### config.mk
export PLATFORM = sky130hd
export DESIGN_NAME = memory_access_stage_flat
export DESIGN_NICKNAME = d
export VERILOG_FILES = /design/src/rtl/rapid_pkg.sv /design/src/rtl/memory_access_stage_if.sv /design/src/rtl/mem_load_align.sv /design/src/rtl/memory_access_stage.sv /design/src/flat_wrapper.sv
export SDC_FILE = /design/constraint.sdc
export NUM_CORES = 1
export LEC_CHECK = 0
export CAP_MARGIN = 40
export CORE_MARGIN = 8
export CORE_UTILIZATION = 45
export CTS_BUF_LIST = sky130_fd_sc_hd__clkbuf_4
export DETAILED_ROUTE_END_ITERATION = 12
export PLACE_DENSITY = 0.86
export SLEW_MARGIN = 0
export SYNTH_ARGS = -nofsm -noshare
export SYNTH_HDL_FRONTEND = slang
export SYNTH_SLANG_ARGS = --single-unit
### constraint.sdc
create_clock -name i_clk -period 8.5 [get_ports i_clk]
set_clock_uncertainty 0.2 [all_clocks]
set_input_delay 1.7 -clock i_clk [delete_from_list [all_inputs] [get_ports i_clk]]
set_output_delay 1.7 -clock i_clk [all_outputs]
set_load 0.005 [all_outputs]
### src/rtl/rapid_pkg.sv
// Shared types and helpers for the rapid core's memory access stage.
package rapid_pkg;

  typedef enum logic [1:0] {
    IDLE     = 2'd0,
    REQ      = 2'd1,
    WAIT_RSP = 2'd2
  } mem_state_e;

  localparam logic [2:0] F3_B  = 3'b000;
  localparam logic [2:0] F3_H  = 3'b001;
  localparam logic [2:0] F3_W  = 3'b010;
  localparam logic [2:0] F3_BU = 3'b100;
  localparam logic [2:0] F3_HU = 3'b101;

  typedef struct packed {
    logic       mem_read;
    logic       mem_write;
    logic       reg_write;
    logic [2:0] funct3;
    logic [4:0] rd;
  } control_mem_s;

  // An access faults on an unknown size code or when it is not naturally aligned.
  function automatic logic access_fault(input logic [2:0] funct3, input logic [1:0] lsb);
    case (funct3)
      F3_B, F3_BU: access_fault = 1'b0;
      F3_H, F3_HU: access_fault = lsb[0];
      F3_W:        access_fault = (lsb != 2'b00);
      default:     access_fault = 1'b1;
    endcase
  endfunction

  // Byte-lane enables for an access of the given size at the given byte offset.
  function automatic logic [3:0] byte_enable(input logic [2:0] funct3, input logic [1:0] lsb);
    case (funct3)
      F3_B, F3_BU: byte_enable = 4'b0001 << lsb;
      F3_H, F3_HU: byte_enable = 4'b0011 << lsb;
      default:     byte_enable = 4'b1111;
    endcase
  endfunction

  // Store data replicated across every lane so the enables alone pick the target bytes.
  function automatic logic [31:0] store_replicate(input logic [2:0] funct3, input logic [31:0] data);
    case (funct3)
      F3_B, F3_BU: store_replicate = {4{data[7:0]}};
      F3_H, F3_HU: store_replicate = {2{data[15:0]}};
      default:     store_replicate = data;
    endcase
  endfunction

endpackage

### src/rtl/memory_access_stage_if.sv
// Execute-side handshake, data-memory bus and writeback signals of the MEM stage.
interface memory_access_stage_if;
  logic                   i_valid;
  logic                   o_ready;
  rapid_pkg::control_mem_s i_control_signal;
  logic [31:0]            i_rd_output;
  logic [31:0]            i_memory_data;
  logic                   o_dmem_req;
  logic                   o_dmem_we;
  logic [31:0]            o_dmem_addr;
  logic [3:0]             o_dmem_be;
  logic [31:0]            o_dmem_wdata;
  logic                   i_dmem_ack;
  logic                   i_dmem_rvalid;
  logic [31:0]            i_dmem_rdata;
  logic                   o_wb_valid;
  logic                   o_wb_we;
  logic [4:0]             o_wb_rd;
  logic [31:0]            o_wb_data;
  logic                   o_mem_fault;

  // The stage itself.
  modport slave (
    input  i_valid, i_control_signal, i_rd_output, i_memory_data,
           i_dmem_ack, i_dmem_rvalid, i_dmem_rdata,
    output o_ready, o_dmem_req, o_dmem_we, o_dmem_addr, o_dmem_be, o_dmem_wdata,
           o_wb_valid, o_wb_we, o_wb_rd, o_wb_data, o_mem_fault
  );

  // Whatever drives the stage: execute, data memory and writeback together.
  modport master (
    output i_valid, i_control_signal, i_rd_output, i_memory_data,
           i_dmem_ack, i_dmem_rvalid, i_dmem_rdata,
    input  o_ready, o_dmem_req, o_dmem_we, o_dmem_addr, o_dmem_be, o_dmem_wdata,
           o_wb_valid, o_wb_we, o_wb_rd, o_wb_data, o_mem_fault
  );
endinterface

### src/rtl/mem_load_align.sv
// Picks the addressed byte/halfword lane out of a loaded word and extends it.
module mem_load_align
  import rapid_pkg::*;
(
  input  logic [31:0] rdata,
  input  logic [1:0]  addr,
  input  logic [2:0]  funct3,
  output logic [31:0] data
);

  logic [7:0]  byte_lane;
  logic [15:0] half_lane;

  // Lane select then extension by access size and signedness.
  always_comb begin
    // NOTE: every output of a combinational block gets a default first so no latch is inferred.
    byte_lane = rdata[7:0];
    half_lane = addr[1] ? rdata[31:16] : rdata[15:0];
    data      = rdata;
    case (addr)
      2'd1:    byte_lane = rdata[15:8];
      2'd2:    byte_lane = rdata[23:16];
      2'd3:    byte_lane = rdata[31:24];
      default: byte_lane = rdata[7:0];
    endcase
    case (funct3)
      F3_B:    data = {{24{byte_lane[7]}}, byte_lane};
      F3_BU:   data = {24'd0, byte_lane};
      F3_H:    data = {{16{half_lane[15]}}, half_lane};
      F3_HU:   data = {16'd0, half_lane};
      default: data = rdata;
    endcase
  end

endmodule

### src/rtl/memory_access_stage.sv
// MEM pipeline stage: load/store FSM against a single-port data memory plus writeback.
module memory_access_stage
  import rapid_pkg::*;
#(
  parameter int XLEN = 32
) (
  input logic                  i_clk,
  input logic                  i_rst,
  memory_access_stage_if.slave bus
);

  mem_state_e      state;
  control_mem_s    ctrl;
  logic [XLEN-1:0] addr;
  logic [1:0]      lsb_q;
  logic [2:0]      funct3_q;
  logic [4:0]      rd_q;
  logic            reg_write_q;
  logic [31:0]     load_data;

  assign ctrl     = bus.i_control_signal;
  assign addr     = bus.i_rd_output;
  assign bus.o_ready = (state == IDLE);

  mem_load_align u_load_align (
    .rdata  (bus.i_dmem_rdata),
    .addr   (lsb_q),
    .funct3 (funct3_q),
    .data   (load_data)
  );

  // Stage FSM with the request and writeback registers it owns.
  always_ff @(posedge i_clk or posedge i_rst) begin
    if (i_rst) begin
      state            <= IDLE;
      lsb_q            <= '0;
      funct3_q         <= '0;
      rd_q             <= '0;
      reg_write_q      <= 1'b0;
      bus.o_dmem_req   <= 1'b0;
      bus.o_dmem_we    <= 1'b0;
      bus.o_dmem_addr  <= '0;
      bus.o_dmem_be    <= '0;
      bus.o_dmem_wdata <= '0;
      bus.o_wb_valid   <= 1'b0;
      bus.o_wb_we      <= 1'b0;
      bus.o_wb_rd      <= '0;
      bus.o_wb_data    <= '0;
      bus.o_mem_fault  <= 1'b0;
    end else begin
      // NOTE: sequential state uses non-blocking assignment so every register samples pre-edge values.
      bus.o_wb_valid  <= 1'b0;
      bus.o_mem_fault <= 1'b0;
      case (state)
        IDLE: begin
          if (bus.i_valid) begin
            if (ctrl.mem_read || ctrl.mem_write) begin
              if (access_fault(ctrl.funct3, addr[1:0])) begin
                bus.o_mem_fault <= 1'b1;
              end else begin
                lsb_q            <= addr[1:0];
                funct3_q         <= ctrl.funct3;
                rd_q             <= ctrl.rd;
                reg_write_q      <= ctrl.reg_write;
                bus.o_dmem_req   <= 1'b1;
                bus.o_dmem_we    <= ctrl.mem_write;
                bus.o_dmem_addr  <= {addr[31:2], 2'b00};
                bus.o_dmem_be    <= byte_enable(ctrl.funct3, addr[1:0]);
                bus.o_dmem_wdata <= store_replicate(ctrl.funct3, bus.i_memory_data);
                state            <= REQ;
              end
            end else begin
              bus.o_wb_valid <= 1'b1;
              bus.o_wb_we    <= ctrl.reg_write && (ctrl.rd != 5'd0);
              bus.o_wb_rd    <= ctrl.rd;
              bus.o_wb_data  <= addr;
            end
          end
        end
        REQ: begin
          if (bus.i_dmem_ack) begin
            bus.o_dmem_req <= 1'b0;
            state          <= bus.o_dmem_we ? IDLE : WAIT_RSP;
          end
        end
        WAIT_RSP: begin
          if (bus.i_dmem_rvalid) begin
            bus.o_wb_valid <= 1'b1;
            bus.o_wb_we    <= reg_write_q && (rd_q != 5'd0);
            bus.o_wb_rd    <= rd_q;
            bus.o_wb_data  <= load_data;
            state          <= IDLE;
          end
        end
        default: state <= IDLE;
      endcase
    end
  end

endmodule
### src/flat_wrapper.sv
// flat-port wrapper written by rule: the top's interface ports become plain ports
module memory_access_stage_flat import rapid_pkg::*;
#(
  parameter int XLEN = 32
)
  (i_clk, i_rst, bus_i_valid, bus_i_control_signal, bus_i_rd_output, bus_i_memory_data, bus_i_dmem_ack, bus_i_dmem_rvalid, bus_i_dmem_rdata, bus_o_ready, bus_o_dmem_req, bus_o_dmem_we, bus_o_dmem_addr, bus_o_dmem_be, bus_o_dmem_wdata, bus_o_wb_valid, bus_o_wb_we, bus_o_wb_rd, bus_o_wb_data, bus_o_mem_fault);
  memory_access_stage_if bus_i ();
  input logic i_clk;
  input logic i_rst;
  input wire logic [$bits(bus_i.i_valid)-1:0] bus_i_valid;
  input wire logic [$bits(bus_i.i_control_signal)-1:0] bus_i_control_signal;
  input wire logic [$bits(bus_i.i_rd_output)-1:0] bus_i_rd_output;
  input wire logic [$bits(bus_i.i_memory_data)-1:0] bus_i_memory_data;
  input wire logic [$bits(bus_i.i_dmem_ack)-1:0] bus_i_dmem_ack;
  input wire logic [$bits(bus_i.i_dmem_rvalid)-1:0] bus_i_dmem_rvalid;
  input wire logic [$bits(bus_i.i_dmem_rdata)-1:0] bus_i_dmem_rdata;
  output wire logic [$bits(bus_i.o_ready)-1:0] bus_o_ready;
  output wire logic [$bits(bus_i.o_dmem_req)-1:0] bus_o_dmem_req;
  output wire logic [$bits(bus_i.o_dmem_we)-1:0] bus_o_dmem_we;
  output wire logic [$bits(bus_i.o_dmem_addr)-1:0] bus_o_dmem_addr;
  output wire logic [$bits(bus_i.o_dmem_be)-1:0] bus_o_dmem_be;
  output wire logic [$bits(bus_i.o_dmem_wdata)-1:0] bus_o_dmem_wdata;
  output wire logic [$bits(bus_i.o_wb_valid)-1:0] bus_o_wb_valid;
  output wire logic [$bits(bus_i.o_wb_we)-1:0] bus_o_wb_we;
  output wire logic [$bits(bus_i.o_wb_rd)-1:0] bus_o_wb_rd;
  output wire logic [$bits(bus_i.o_wb_data)-1:0] bus_o_wb_data;
  output wire logic [$bits(bus_i.o_mem_fault)-1:0] bus_o_mem_fault;
  assign bus_i.i_valid = bus_i_valid;
  assign bus_i.i_control_signal = bus_i_control_signal;
  assign bus_i.i_rd_output = bus_i_rd_output;
  assign bus_i.i_memory_data = bus_i_memory_data;
  assign bus_i.i_dmem_ack = bus_i_dmem_ack;
  assign bus_i.i_dmem_rvalid = bus_i_dmem_rvalid;
  assign bus_i.i_dmem_rdata = bus_i_dmem_rdata;
  assign bus_o_ready = bus_i.o_ready;
  assign bus_o_dmem_req = bus_i.o_dmem_req;
  assign bus_o_dmem_we = bus_i.o_dmem_we;
  assign bus_o_dmem_addr = bus_i.o_dmem_addr;
  assign bus_o_dmem_be = bus_i.o_dmem_be;
  assign bus_o_dmem_wdata = bus_i.o_dmem_wdata;
  assign bus_o_wb_valid = bus_i.o_wb_valid;
  assign bus_o_wb_we = bus_i.o_wb_we;
  assign bus_o_wb_rd = bus_i.o_wb_rd;
  assign bus_o_wb_data = bus_i.o_wb_data;
  assign bus_o_mem_fault = bus_i.o_mem_fault;
  memory_access_stage #(.XLEN(XLEN)) u_core (.i_clk(i_clk), .i_rst(i_rst), .bus(bus_i));
endmodule
# --- Word level (Yosys, flattened, before mapping) ---
# Index checks and enable logic that the tools add are counted.
word_totals:
  ff_bits: 121
  output_inout_bits: 111
op_classes:
  n_eq_ne: 18
  shifts: 2
  n_mux: 41
  bitwise_logic: 1
  n_reduce_logical: 17
ops:
  columns: ["operator", "count"]
  rows:
  - ["$pmux W32 S2", 2]
  - ["$pmux W32 S4", 1]
  - ["$mux W32", 3]
  - ["$pmux W8 S3", 1]
  - ["$mux W1", 17]
  - ["$mux W16", 1]
  - ["$mux W5", 3]
  - ["$eq A3 B3 Y1 const B", 4]
  - ["$mux W2", 6]
  - ["$ne A2 B2 Y1 const B", 5]
  - ["$pmux W5 S2", 1]
  - ["$reduce_and A5 Y1", 2]
  - ["$reduce_bool A5 Y1", 2]
  - ["$pmux W4 S2", 1]
  - ["$reduce_and A4 Y1", 2]
  - ["$eq A2 B2 Y1 const B", 3]
  - ["$eq A3 B1 Y1 const B", 2]
  - ["$logic_not A3 Y1", 2]
  - ["$pmux W1 S2", 3]
  - ["$pmux W2 S3", 1]
  - ["$reduce_bool A2 Y1", 3]
  - ["$eq A2 B1 Y1 const B", 2]
  - ["$reduce_or A2 Y1", 2]
  - ["$shl A1 B2 Y4 const A", 1]
  - ["8 further kinds", 9]

# --- Logic depth before layout (Yosys ltp) ---
# Gate-level depths: netlist of the first run.
logic_depth:
  ltp_word: 10
  ltp_mapped: 7
  mapped_depth_nobuf: 5

# --- By module ---
# A second synthesis of the first run with hierarchy kept.
unflattened:
  cells_unflattened: 564
  area_unflattened_um2: 6336.1
modules_own_cells:
  columns: ["module", "instances", "cells_per_inst", "area_each_um2"]
  rows:
  - ["memory_access_stage", 1, 453, 5667.9]
  - ["mem_load_align", 1, 111, 668.1]

# --- Worst setup path after synthesis of the first run ---
# Ideal clock, no wire load.
synth_path:
  path_type: "input to register"
  start: "input bus_i_dmem_rdata[31]"
  end: "register u_core.bus.o_wb_data[17] (netlist bit)"
  setup_time_ns: 0.128
  arrival_ns: 2.932
  required_ns: 8.172
  slack_ns: 5.241
  stages: 5
  n_path_buf: 1
  cell_sequence: "mux4_2 mux2_2 a21oi_4 buf_6 a211oi_2"
synth_via:
  elab_chain_cells: 4
  word_cells_on_any_way: 5
  cone_classes: "mux: 5"
synth_lines:
  columns: ["element", "line_no", "source"]
  rows:
  - ["start, declared", "flat_wrapper.sv:16", "input wire logic [$bits(bus_i.i_dmem_rdata)-1:0] bus_i_dmem_rdata;"]
  - ["$pmux W8 S3 or $mux W16 (tied branches)", "mem_load_align.sv:20, mem_load_align.sv:18", null]
  - ["$pmux W32 S4 *", "mem_load_align.sv:26", "case (funct3)"]
  - ["$mux W32 *", "memory_access_stage.sv:87", "if (bus.i_dmem_rvalid) begin"]
  - ["$pmux W32 S2 *", "memory_access_stage.sv:54", "case (state)"]
  - ["end signal, assigned", "memory_access_stage.sv:76", "bus.o_wb_data <= addr;"]
  - ["end signal, assigned", "memory_access_stage.sv:91", "bus.o_wb_data <= load_data;"]
  - ["end, declared", "memory_access_stage_if.sv:27", "o_wb_valid, o_wb_we, o_wb_rd, o_wb_data, o_mem_fault"]
# Mark *: on every way between the ends. The rest lies on a longest branch, timed or not. The select of a mux whose other input is x is not followed.
# A chain may end at the register's enable or synchronous reset.

# --- Worst setup path after layout of the first run ---
layout_path:
  start: "input bus_i_control_signal[5]"
  end: "register u_core.bus.o_dmem_wdata[4]"
layout_via:
  elab_chain_cells: 8
  word_cells_on_any_way: 13
  cone_classes: "eq/ne: 4; mux: 4; bitwise: 1; reduce/logical: 4"
layout_lines:
  columns: ["element", "line_no", "source"]
  rows:
  - ["start, declared", "flat_wrapper.sv:11", "input wire logic [$bits(bus_i.i_control_signal)-1:0] bus_i_control_signal;"]
  - ["$eq A3 B1 Y1, or another cell as far along", "rapid_pkg.sv:26", "case (funct3)"]
  - ["$reduce_or A2 Y1", "rapid_pkg.sv:26", null]
  - ["$pmux W1 S3 *", "rapid_pkg.sv:26", null]
  - ["$mux W1 *", "memory_access_stage.sv:57", "if (ctrl.mem_read || ctrl.mem_write) begin"]
  - ["$mux W1 *", "memory_access_stage.sv:56", "if (bus.i_valid) begin"]
  - ["$mux W1 *", "memory_access_stage.sv:54", null]
  - ["$not A1 Y1 (no line) *", null, null]
  - ["$reduce_and A4 Y1 (no line) *", null, null]
  - ["end signal, assigned", "memory_access_stage.sv:69", "bus.o_dmem_wdata <= store_replicate(ctrl.funct3, bus.i_memory_data);"]
  - ["end, declared", "memory_access_stage_if.sv:26", "output o_ready, o_dmem_req, o_dmem_we, o_dmem_addr, o_dmem_be, o_dmem_wdata,"]
# Marked as above.

==> results of run 1 <==
==> path summary, 6_finish.rpt <==
path,from,end,slack [ps],depth (start not counted)
hold reg to reg,u_core.bus.o_dmem_wdata[20]$_DFFE_PP0P_,u_core.bus.o_dmem_wdata[20]$_DFFE_PP0P_,290,2
min in group asynchronous,i_rst,u_core.bus.o_wb_data[12]$_DFFE_PP0P_,1370,2
setup / recovery,bus_i_control_signal[5],u_core.bus.o_dmem_wdata[4]$_DFFE_PP0P_,4540,5
max in group asynchronous,i_rst,u_core.bus.o_dmem_be[3]$_DFFE_PP0P_,5570,4
hold / removal,u_core.bus.o_dmem_wdata[20]$_DFFE_PP0P_,u_core.bus.o_dmem_wdata[20]$_DFFE_PP0P_,290,2
setup reg to reg,u_core.state[1]$_DFFE_PP0P_,u_core.bus.o_wb_data[4]$_DFFE_PP0P_,5750,6
==> worst register-to-register path, stage by stage, from the launching register on <==
cell,delay (ps)
dfrtp_1,600
or4b_4,710
a21o_1,190
buf_4,230
clkinv_2,400
o21ai_0,180
o21ai_0,180
==> cell families after synthesis <==
kind of cell / count (synthesis)
AOI/OAI and AO/OA: 115
buffers and inverters: 52
DFF: 121
muxes: 84
other: 1
and+or+nand+nor: 179
==> final cells by class <==
class / count / area, um^2 / area share
clock buffers: 20 / 150.1 / 0.01775
clock inverters: 12 / 178.9 / 0.02115
inverters: 11 / 45.04 / 0.005324
multi-input cells: 380 / 2561 / 0.3027
flip-flops and latches: 121 / 3028 / 0.3579
well taps: 172 / 215.2 / 0.02544
repair buffers: 228 / 2282 / 0.2697
==> power groups by stage <==
stage | clock network, mW | logic [mW] | registers [mW]
after CTS | 0.487 | 0.974 | 0.954
after global routing | 0.512 | 1.04 | 0.981
after global placement | 0 | 0.922 | 0.956
after floorplan | 0 | 0.389 | 0.935
after detailed placement | 0 | 0.968 | 0.965
final | 0.476 | 0.962 | 0.954
==> layer usage <==
layer / up-vias / global-route usage / wire length (um)
met2: 244 / 0.3776 / 9054
met1: 2490 / 0.2578 / 7468
met3: 48 / 0.07834 / 1770
met5: - / 0 / 0
met4: 0 / 0.1011 / 641
li1: 2387 / - / -
==> synth_stat cells, types with 2 or more instances <==
library cell and instances:
dfrtp_1 121, nand2_1 75, mux2_2 51, nor2_1 46
o21ai_0 34, mux2i_1 29, nor3_1 23, clkbuf_1 21
a21oi_1 18, a211oi_2 10, buf_2 10, inv_1 10
a211oi_1 8, a31oi_1 7, o21ai_1 7, buf_6 6
a221oi_1 5, nand2b_1 5, nor4b_1 5, o221ai_1 5
o31ai_1 5, or3_1 5, nand3_1 4, nor2b_1 4
buf_4 3, mux2_1 3, a21o_1 2, a221o_1 2
a22o_1 2, a31o_2 2, nor3b_1 2, o211ai_1 2
or4_1 2
==> state kept, by name, summed over array words and instances (netlist names) <==
signal and cells:
u_core.bus.o_dmem_addr 30, u_core.rd_q 5, u_core.bus.o_dmem_we 1, u_core.bus.o_dmem_wdata 32
u_core.state 2, u_core.bus.o_wb_rd 5, u_core.funct3_q 3, u_core.reg_write_q 1
u_core.bus.o_wb_data 32, u_core.lsb_q 2, u_core.bus.o_wb_we 1, u_core.bus.o_dmem_req 1
u_core.bus.o_mem_fault 1, u_core.bus.o_dmem_be 4, u_core.bus.o_wb_valid 1
==> through the flow <==
step                      cell area, um^2  utilization
after detailed placement             8132       0.6444
after floorplan                      5841            -
after global routing                 8461       0.6704
final                                8461       0.6704
after global placement               8097       0.6416
after CTS                            8461       0.6704
==> flow_summary.json, run 1 <==
{
  "status": "finished, final reports clean",
  "grt_max_degree": 67,
  "synth-seq-cells": 121,
  "drive_gt1_frac": 0.1399,
  "dpl_worst_slack_ps": 4027,
  "swShare": 0.3105,
  "synth_simple_gate_area_frac": 0.1406,
  "vias": 5169,
  "clkPwrFrac": 0.199,
  "required_ps": 8720,
  "wl_per_cell_um": 20.06,
  "final_common_cell": "clkdlybuf4s50_1",
  "worst_skew_pair.late_latency_ps": 530,
  "dieArea_um2": 16870,
  "grt_use_total": 0.2261,
  "placementRows": 41,
  "cts_made_buffers": 17,
  "diodes": 0,
  "slew_violations": 0,
  "ctsHoldBuffers": 0,
  "hold_viol": 0,
  "synth-compound-area-share": 0.1368,
  "rsz0062_at_grt": "no",
  "antenna_left": 0,
  "ctsResizeCount": 0,
  "synth-edff-count": 0,
  "layout_setup_ws_ps": 4543,
  "netlist_instances": 552,
  "drv_cap": 0,
  "die_x_um": 129.9,
  "gp_congestion": 0.8409,
  "drc": 0,
  "peakVddDrop_v": 0.0001366,
  "hp-class": "reg -> reg",
  "leakage_nw": 3.525,
  "p_per_area_nw_per_um2": 282.7,
  "drt_wl_total_um": 18940,
  "cts.clk_slew.worst_paths_ps": 100,
  "overflow": 0,
  "drt-initial-drc-count": 441,
  "path_cells": "clkdlybuf4s50_1, a21oi_1, o2111ai_4, buf_4, mux2_2",
  "path_max_fanout": 66,
  "cpLargestDelayFamily": "buffers and inverters",
  "async_reset_ff_frac": 1.000,
  "antenna_found_initial": 0,
  "ys.flop_type": "dfrtp_1",
  "htreeDepth": 4,
  "timing.setup.tns_ps": 0,
  "synthTopCellsByArea": "dfrtp_1, mux2_2, mux2i_1",
  "cts_tree": "done",
  "setup_violations": 0,
  "finalNonFillerCells": 944,
  "post_cts_buffers": 0,
  "firstDrtPassIters": 5,
  "comb_power_share": 0.402,
  "post-route-min-period_ps": 3957,
  "p_switching_mw": 0.7426,
  "clockBufferDepth": 2,
  "dp_cells": 912,
  "cts_root_buffer": "clkbuf_4",
  "avgSynthCellArea_um2": 10.57,
  "synth_area_um2": 5837,
  "muxShareOfSynthArea": 0.1578,
  "io_buffers": 220,
  "grt_pass1_vias": 5446,
  "power.total_mw": 2.392,
  "path_buf_inv": 2,
  "synthDominantCellAreaShare": 0.5188,
  "seqPwrFrac": 0.399,
  "mostFrequentLayoutCells": "clkdlybuf4s50_1, dfrtp_1, nand2_1",
  "yosysWarnings": 0,
  "cpMaxStageDelayCell": "clkdlybuf4s50_1",
  "fmax_mhz": 252.7,
  "finalCritPeriodShare": 0.4655,
  "ys_types": 51,
  "syn2layout_area_growth_pct": 44.95,
  "synth_top_family_by_area": "multiplexers",
  "die_y_um": 129.9,
  "synth-xor-area-share": 0,
  "vias_per_cell": 5.476,
  "hpwl_um": 14530,
  "layout.nets": 871,
  "core_region_area_um2": 12620,
  "cp.arrival_ps": 4170,
  "yosys.area.top_type": "dfrtp_1",
  "slew_headroom": 0.4040,
  "pin_count": 223,
  "crit_path_max_incr_delay_ps": 960,
  "grt_first_pass_wirelength_um": 29130,
  "cp-start-kind": "primary input",
  "synth_fa_ha_area_frac": 0,
  "yosysSeqAreaShare": 0.5188,
  "cp-end-kind": "flop",
  "hold_ws_ps": 287.6,
  "cts_sinks": 121,
  "initial_core_util": 0.4625,
  "critPathKind": "in -> reg",
  "p_int_mw": 1.649,
  "n_fill_cell": 967,
  "worstMarginPinSlew_ps": 890.6
}
Note: power is estimated with default switching activity, not from simulation.
==> inputs of run 2 (changes only) <==
--- a/config.mk
+++ b/config.mk
@@ -7,10 +7,10 @@
 export LEC_CHECK = 0
 export CAP_MARGIN = 40
 export CORE_MARGIN = 8
-export CORE_UTILIZATION = 45
+export CORE_UTILIZATION = 41
 export CTS_BUF_LIST = sky130_fd_sc_hd__clkbuf_4
 export DETAILED_ROUTE_END_ITERATION = 12
-export PLACE_DENSITY = 0.86
+export PLACE_DENSITY = 0.82
 export SLEW_MARGIN = 0
 export SYNTH_ARGS = -nofsm -noshare
 export SYNTH_HDL_FRONTEND = slang
==> constraint.sdc (replaced) <==
create_clock -name i_clk -period 3.5 [get_ports i_clk]
set_clock_uncertainty 0.2 [all_clocks]
set_input_delay 0.7 -clock i_clk [delete_from_list [all_inputs] [get_ports i_clk]]
set_output_delay 0.7 -clock i_clk [all_outputs]
set_load 0.005 [all_outputs]
==> run 2 against run 1 <==
  * Die area is 8.5% higher
  * Final area hardly changed
  * Wire length is 0.40% lower
==> flow_summary.json, run 2 (same netlist as run 1, synthesis figures left out) <==
{
  "status": "finished, final reports clean",
  "critPathKind": "reg -> out",
  "grt_max_degree": 68,
  "post_cts_buffers": 0,
  "cts_made_buffers": 17,
  "drt_wl_total_um": 18860,
  "antenna_found_initial": 0,
  "cts_sinks": 121,
  "diodes": 0,
  "swShare": 0.3174,
  "comb_power_share": 0.414,
  "initial_core_util": 0.4205,
  "peakVddDrop_v": 0.0003141,
  "mostFrequentLayoutCells": "clkdlybuf4s50_1, dfrtp_1, nand2_1",
  "ctsHoldBuffers": 0,
  "clkPwrFrac": 0.178,
  "die_x_um": 135.3,
  "antenna_left": 0,
  "ctsResizeCount": 0,
  "hold_ws_ps": 292.6,
  "vias_per_cell": 5.506,
  "overflow": 0,
  "cp.arrival_ps": 2080,
  "worstMarginPinSlew_ps": 640.1,
  "hpwl_um": 14290,
  "setup_violations": 0,
  "finalCritPeriodShare": 0.8510,
  "io_buffers": 220,
  "final_common_cell": "clkdlybuf4s50_1",
  "worst_skew_pair.late_latency_ps": 530,
  "core_region_area_um2": 13880,
  "cts_root_buffer": "clkbuf_4",
  "drt-initial-drc-count": 345,
  "firstDrtPassIters": 5,
  "vias": 5247,
  "drive_gt1_frac": 0.1423,
  "slew_headroom": 0.5733,
  "path_max_fanout": 18,
  "drc": 0,
  "seqPwrFrac": 0.408,
  "cts.clk_slew.worst_paths_ps": 90,
  "syn2layout_area_growth_pct": 44.89,
  "p_switching_mw": 1.791,
  "htreeDepth": 4,
  "required_ps": 2600,
  "cts_tree": "done",
  "cp-start-kind": "flop",
  "cp-end-kind": "output port",
  "grt_pass1_vias": 5460,
  "hold_viol": 0,
  "leakage_nw": 3.513,
  "power.total_mw": 5.644,
  "rsz0062_at_grt": "no",
  "p_per_area_nw_per_um2": 667.4,
  "pin_count": 223,
  "fmax_mhz": 335.7,
  "reg_top3": "u_core.bus.o_dmem_wdata: 32 flops, u_core.bus.o_wb_data: 32 flops, u_core.bus.o_dmem_addr: 30 flops",
  "layout.nets": 874,
  "placementRows": 43,
  "slew_violations": 0,
  "post-route-min-period_ps": 2979,
  "p_int_mw": 3.852,
  "gp_congestion": 0.8668,
  "drv_cap": 0,
  "finalNonFillerCells": 953,
  "die_y_um": 135.3,
  "clockBufferDepth": 2,
  "grt_first_pass_wirelength_um": 29850,
  "timing.setup.tns_ps": 0,
  "grt_use_total": 0.2076,
  "dp_cells": 923,
  "hp-class": "reg -> reg",
  "wl_per_cell_um": 19.79,
  "dieArea_um2": 18310
}
==> run 2: through the flow <==
step             util  cell area, um^2  worst slack [ps]
3_5_place_dp   0.5895             8183             444.7
4_1_cts        0.6092             8457             434.5
3_3_place_gp   0.5895             8183             498.9
2_1_floorplan       -             5844              1117
6_report       0.6092             8457             521.5
5_1_grt        0.6092             8457             340.9
==> run 2: worst max-delay path, cell delays in order (launching register included) <==
cell and delay (ps):
dfrtp_1 610, nor2_1 360, clkdlybuf4s50_1 590
==> run 2: power groups by stage <==
stage          logic (mW)  clock network (mW)  registers [mW]
6_report             2.34                1.00            2.30
5_1_grt              2.54                1.10            2.37
4_1_cts              2.38                1.04            2.30
3_5_place_dp         2.37                   0            2.33
3_3_place_gp         2.30                   0            2.29
2_1_floorplan       0.946                   0            2.27
==> run 2: layout make-up <==
| class | instances | area, um^2 |
|---|---|---|
| flip-flops and latches | 121 | 3028 |
| well taps | 180 | 225.2 |
| multi-input cells | 380 | 2561 |
| inverters | 11 | 46.29 |
| repair buffers | 231 | 2322 |
| clock buffers | 19 | 142.6 |
| fillers | 1136 | 5424 |
| clock inverters | 11 | 131.4 |
==> run 2: metal layers <==
layer	track usage	vias to the layer above	routed length (um)
met5	0	-	0
met4	0.09809	0	650
met3	0.07975	47	1749
met2	0.3186	224	8744
met1	0.2524	2589	7717
li1	-	2387	-
==> run 2: final timing paths <==
kind / start / endpoint / slack (ps) / cells after the start
max: u_core.state[1]$_DFFE_PP0P_ / bus_o_ready / 520 / 2
max in group asynchronous: i_rst / u_core.bus.o_dmem_addr[9]$_DFFE_PP0P_ / 2130 / 3
min: u_core.bus.o_wb_data[13]$_DFFE_PP0P_ / u_core.bus.o_wb_data[13]$_DFFE_PP0P_ / 290 / 2
min reg2reg: u_core.bus.o_wb_data[13]$_DFFE_PP0P_ / u_core.bus.o_wb_data[13]$_DFFE_PP0P_ / 290 / 2
min in group asynchronous: i_rst / u_core.bus.o_wb_data[4]$_DFFE_PP0P_ / 310 / 2
max reg2reg: u_core.state[1]$_DFFE_PP0P_ / u_core.bus.o_wb_data[29]$_DFFE_PP0P_ / 720 / 5
==> inputs of run 3 (changes only) <==
--- a/config.mk
+++ b/config.mk
@@ -15,3 +15,4 @@
 export SYNTH_ARGS = -nofsm -noshare
 export SYNTH_HDL_FRONTEND = slang
 export SYNTH_SLANG_ARGS = --single-unit
+export TNS_END_PERCENT = 100
==> results of run 3 <==
Same layout as run 2: the final DEF is identical, and so are final timing and power.
